<file path="config.mk">
export PLATFORM = sky130hd
export DESIGN_NAME = pc_next_unit
export DESIGN_NICKNAME = d
export VERILOG_FILES = /design/src/rtl/pc_next_unit.sv
export SDC_FILE = /design/constraint.sdc
export NUM_CORES = 1
export LEC_CHECK = 0
export ABC_AREA = 1
export CAP_MARGIN = 20
export CORE_MARGIN = 8
export CORE_UTILIZATION = 30
export CTS_BUF_LIST = sky130_fd_sc_hd__clkbuf_2
export DETAILED_ROUTE_END_ITERATION = 10
export GPL_TIMING_DRIVEN = 1
export PLACE_DENSITY = 0.56
export SLEW_MARGIN = 30
export SYNTH_ARGS = -nofsm -noshare
export SYNTH_HDL_FRONTEND = slang
export SYNTH_SLANG_ARGS = --single-unit
</file>
<file path="constraint.sdc">
create_clock -name clk -period 3.62 [get_ports clk]
set_clock_uncertainty 0.15 [all_clocks]
set_input_delay 0.362 -clock clk [delete_from_list [all_inputs] [get_ports clk]]
set_output_delay 0.362 -clock clk [all_outputs]
set_load 0.005 [all_outputs]
</file>
<file path="src/rtl/pc_next_unit.sv">
// rtl/pc_next_unit.sv - MIPS fetch program counter with branch/jump/jr redirect, stall hold and IF/ID flush
module pc_next_unit #(
    parameter logic [31:0] RESET_PC = 32'h0000_0000
) (
    input  logic        clk,
    input  logic        rst_n,
    input  logic        stall,
    input  logic        branch_taken,
    input  logic [31:0] branch_base,
    input  logic [31:0] branch_offset,
    input  logic        jump,
    input  logic [25:0] jump_index,
    input  logic        jr,
    input  logic [31:0] jr_target,
    output logic [31:0] pc,
    output logic [31:0] pc_plus4,
    output logic        flush,
    output logic        redirect_pending,
    output logic        misaligned
);

    typedef enum logic {
        RUN  = 1'b0,
        HOLD = 1'b1
    } state_t;

    state_t      state;
    logic [31:0] pend_target;
    logic [31:0] sel_target;
    logic        redirect;

    always_comb begin
        sel_target = branch_base + branch_offset;
        if (jr) begin
            sel_target = jr_target;
        end else if (jump) begin
            sel_target = {branch_base[31:28], jump_index, 2'b00};
        end
    end

    assign redirect         = jr | jump | branch_taken;
    assign pc_plus4         = pc + 32'd4;
    assign misaligned       = (pc[1:0] != 2'b00);
    assign redirect_pending = (state == HOLD);

    // In HOLD, fresh redirect pulses come from the wrong path; only the captured target is used.
    always_ff @(posedge clk or negedge rst_n) begin
        if (!rst_n) begin
            pc          <= RESET_PC;
            pend_target <= 32'h0000_0000;
            state       <= RUN;
            flush       <= 1'b0;
        end else begin
            flush <= 1'b0;
            case (state)
                RUN: begin
                    if (!stall) begin
                        if (redirect) begin
                            pc    <= sel_target;
                            flush <= 1'b1;
                        end else begin
                            pc <= pc_plus4;
                        end
                    end else if (redirect) begin
                        pend_target <= sel_target;
                        state       <= HOLD;
                    end
                end
                HOLD: begin
                    if (!stall) begin
                        pc    <= pend_target;
                        flush <= 1'b1;
                        state <= RUN;
                    end
                end
                default: state <= RUN;
            endcase
        end
    end

endmodule
</file>
==> run metrics, run 1 <==
run status finished, final reports clean; leakage 4.393 nW; Vias/cell 4.707; Clk pin slew, worst setup/hold paths 170 ps; register area 1652 sq um; Core Region 21,550 sq um; clock sink count 66; Compound-Gate Fraction of Synth Area 13.88%; global-route track usage on met2 30.10%; post-synthesis cell area 6492 sq um; crit end category primary output; Syn Nets 1,225; routed wire length 24.53 mm; relative slew slack 60.38%; NumNets Final 1,408; Die H 163.1 um; area of the multi-input gates 4188 sq um; Longest Clk Path Bufs 2; design area 8818 sq um; count of flip-flops with a built-in enable after synthesis 0; startpoint types flip-flop; GRT met1 Usage 24.80%; Area Overhead vs Synth 35.83%; Setup CP Type flip-flop to primary output; WP data required 3110 ps; # Post-CTS Setup Buffers 0; number of port buffers 194; Yosys Warn Count 0; fmax 298.4 MHz; GRT Total Usage 18.41%; proportion of synthesized area in mux cells 0%; fin crit share 92.57%; Die W 163.1 um; Resized cells post-CTS 0; share of cells above drive strength 1 4.247%; Die ar. 26,600 sq um; FF+latch count, synth 66; syn avg cell area 6.102 sq um; Synth area leader dfrtp_1; vias in the first global route 7,305; commonest non-fill, non-tap cell in the layout nand2_1; GRT Residual Overflow 0; RePlAce Congestion 0.9260; Final setup viols 0; DP Area 8720 sq um; post-synthesis simple-gate area fraction 38.22%; Synth Area in XOR/XNOR 5.897%; Synth async-reset ratio 100.0%; vias 7,201; Final Hold Fails 0; Pre-antenna DRT Iters 5; power per cell area 292.8 nW/um^2; top cell type's share of synthesized area 25.44%; largest net degree at the start of global routing 53; Setup TNS 0 ps; final worst path period need 3351 ps; DRT antenna net count 0; Primary FF master, synth dfrtp_1; synth top area cells dfrtp_1 (25%), nand2_1 (22%), inv_1 (7.6%); Worst Hold Class input pin to flip-flop; Crit path arrival time 2840 ps; fill count 2,330; Slew @ Worst Pin 594.2 ps; H-tree Lvls 3; most frequent cells in the layout nand2_1 (377), clkdlybuf4s50_1 (192), inv_1 (132); DP HPWL 20.41 mm; GR peak layer met2; clock latency on the worst-skew pair 510 ps; first-pass GRT wire length 39.19 mm; max_cap viols 0; post-synthesis sequential area ratio 25.44%; TritonCTS Buffers 9; initial core utilization 30.12%; Final Slew Violations 0; hold_buf cts 1; crit-path max FO 6; I/O Pins 195; unique cell type count in the Yosys netlist 43; RSZ-0062 raised after global routing false; cells after synthesis 1,064; Root Buffer clkbuf_2; main combinational cell family by area after synthesis simple AND/OR/NAND/NOR gates; adder-cell area share of the yosys netlist 6.475%; DRC errors left 0; initial DRC count 442; Routed WL per cell 16.03 um; initial antenna violation count 3; Max rail drop VDD 118.1 uV; met3 Resource Use GR 3.201%; Std-Cell Rows 54; CTS tree yes
## worst max-delay path, cell delays in order, from the launching register on
cell and delay, ps:
dfrtp_1 450, ha_1 220, nand3_2 120, nor2_2 130
nand2_2 120, nor2_8 160, nand3_4 110, nor2_4 130
nand3_2 110, nor2_1 110, nand2_1 50, nand2_1 110
clkdlybuf4s50_1 520
## flip-flops by register name, indices dropped and copies added, names as in the netlist
signal and flops:
pc 32, redirect_pending 1, flush 1, pend_target 32
## synthesized netlist by cell type, types with 3 or more instances
| cell | n |
|---|---|
| nor2_4 | 5 |
| nand3_2 | 3 |
| nand4_1 | 12 |
| or2_2 | 4 |
| o21ai_0 | 51 |
| nor2_1 | 121 |
| ha_1 | 32 |
| clkbuf_1 | 21 |
| buf_1 | 3 |
| a221oi_1 | 6 |
| dfrtp_1 | 66 |
| nand3_1 | 46 |
| xor2_1 | 27 |
| inv_2 | 3 |
| a22oi_1 | 3 |
| a31oi_1 | 11 |
| a21oi_1 | 72 |
| nand2_1 | 377 |
| o21bai_1 | 5 |
| nand2_4 | 3 |
| inv_1 | 132 |
| nor3_1 | 9 |
| xnor2_1 | 13 |
| buf_2 | 8 |
| o211ai_1 | 7 |
## layout make-up
type                       count  share of cell area, %
antenna                        2                0.05675
clock buffer                   9                 0.5108
clock inverter                 3                 0.1277
inverter                     136                  5.789
multi-input combinational    828                  47.49
sequential                    66                  18.73
tap                          280                  3.973
timing repair buffer         206                  23.33
## where the power goes
part	leakage, nW	switching, W	internal, W	total, W
Combinational	3.57	0.000669	0.000617	0.00129
Clock	0.0421	0.000246	0.0000692	0.000315
Sequential	0.782	0.000125	0.000857	0.000982
Total	4.39	0.00104	0.00154	0.00258
## metrics by stage
stage	total power (W)	instances	utilization (%)	worst slack (ps)	hold WS, ps
floorplan	0.001633	1064	-	1463	-83.59
global placement	0.002275	1514	40.46	601.2	225.9
detailed placement	0.002282	1514	40.46	579.4	227.4
CTS	0.002599	1527	40.76	189.3	129.9
global route	0.002799	1530	40.91	5.854	146.9
finish	0.002582	1530	40.91	268.9	160.9
## cell families after synthesis
logic type,Yosys count
xor gates and xnor gates,42
DFF,66
adders and majority gates,33
and+or+nand+nor,591
AOI/OAI and AO/OA,162
buffers and inverters,170
## final timing paths
check / end / cells past startpoint / startpoint / slack, ps
min in group asynchronous: pend_target[1] / 3 / rst_n / 240
hold / removal: pend_target[1] / 5 / jr / 160
max in group asynchronous: pc[31] / 3 / rst_n / 2540
setup / recovery: pc_plus4[26] / 12 / pc[2] / 270
setup reg to reg: pc[26] / 14 / pc[2] / 1310
hold reg to reg: pend_target[0] / 2 / pend_target[0] / 360
## routing by layer
layer  part of all wire (%)  vias to the layer above
met3                    5.8                       16
met5                  0.053                        -
met4                    1.1                        2
li1                       -                     3741
met1                     48                     3236
met2                     45                      206
Power figures use the tool's default switching activity.
==> inputs of run 2 (changes only) <==
--- a/config.mk
+++ b/config.mk
@@ -6,7 +6,6 @@
 export NUM_CORES = 1
 export LEC_CHECK = 0
 export ABC_AREA = 1
-export CAP_MARGIN = 20
 export CORE_MARGIN = 8
 export CORE_UTILIZATION = 30
 export CTS_BUF_LIST = sky130_fd_sc_hd__clkbuf_2
@@ -17,3 +16,4 @@
 export SYNTH_ARGS = -nofsm -noshare
 export SYNTH_HDL_FRONTEND = slang
 export SYNTH_SLANG_ARGS = --single-unit
+export TNS_END_PERCENT = 30
==> results of run 2 <==
No change in the layout: final DEF, timing and power equal those of run 1.
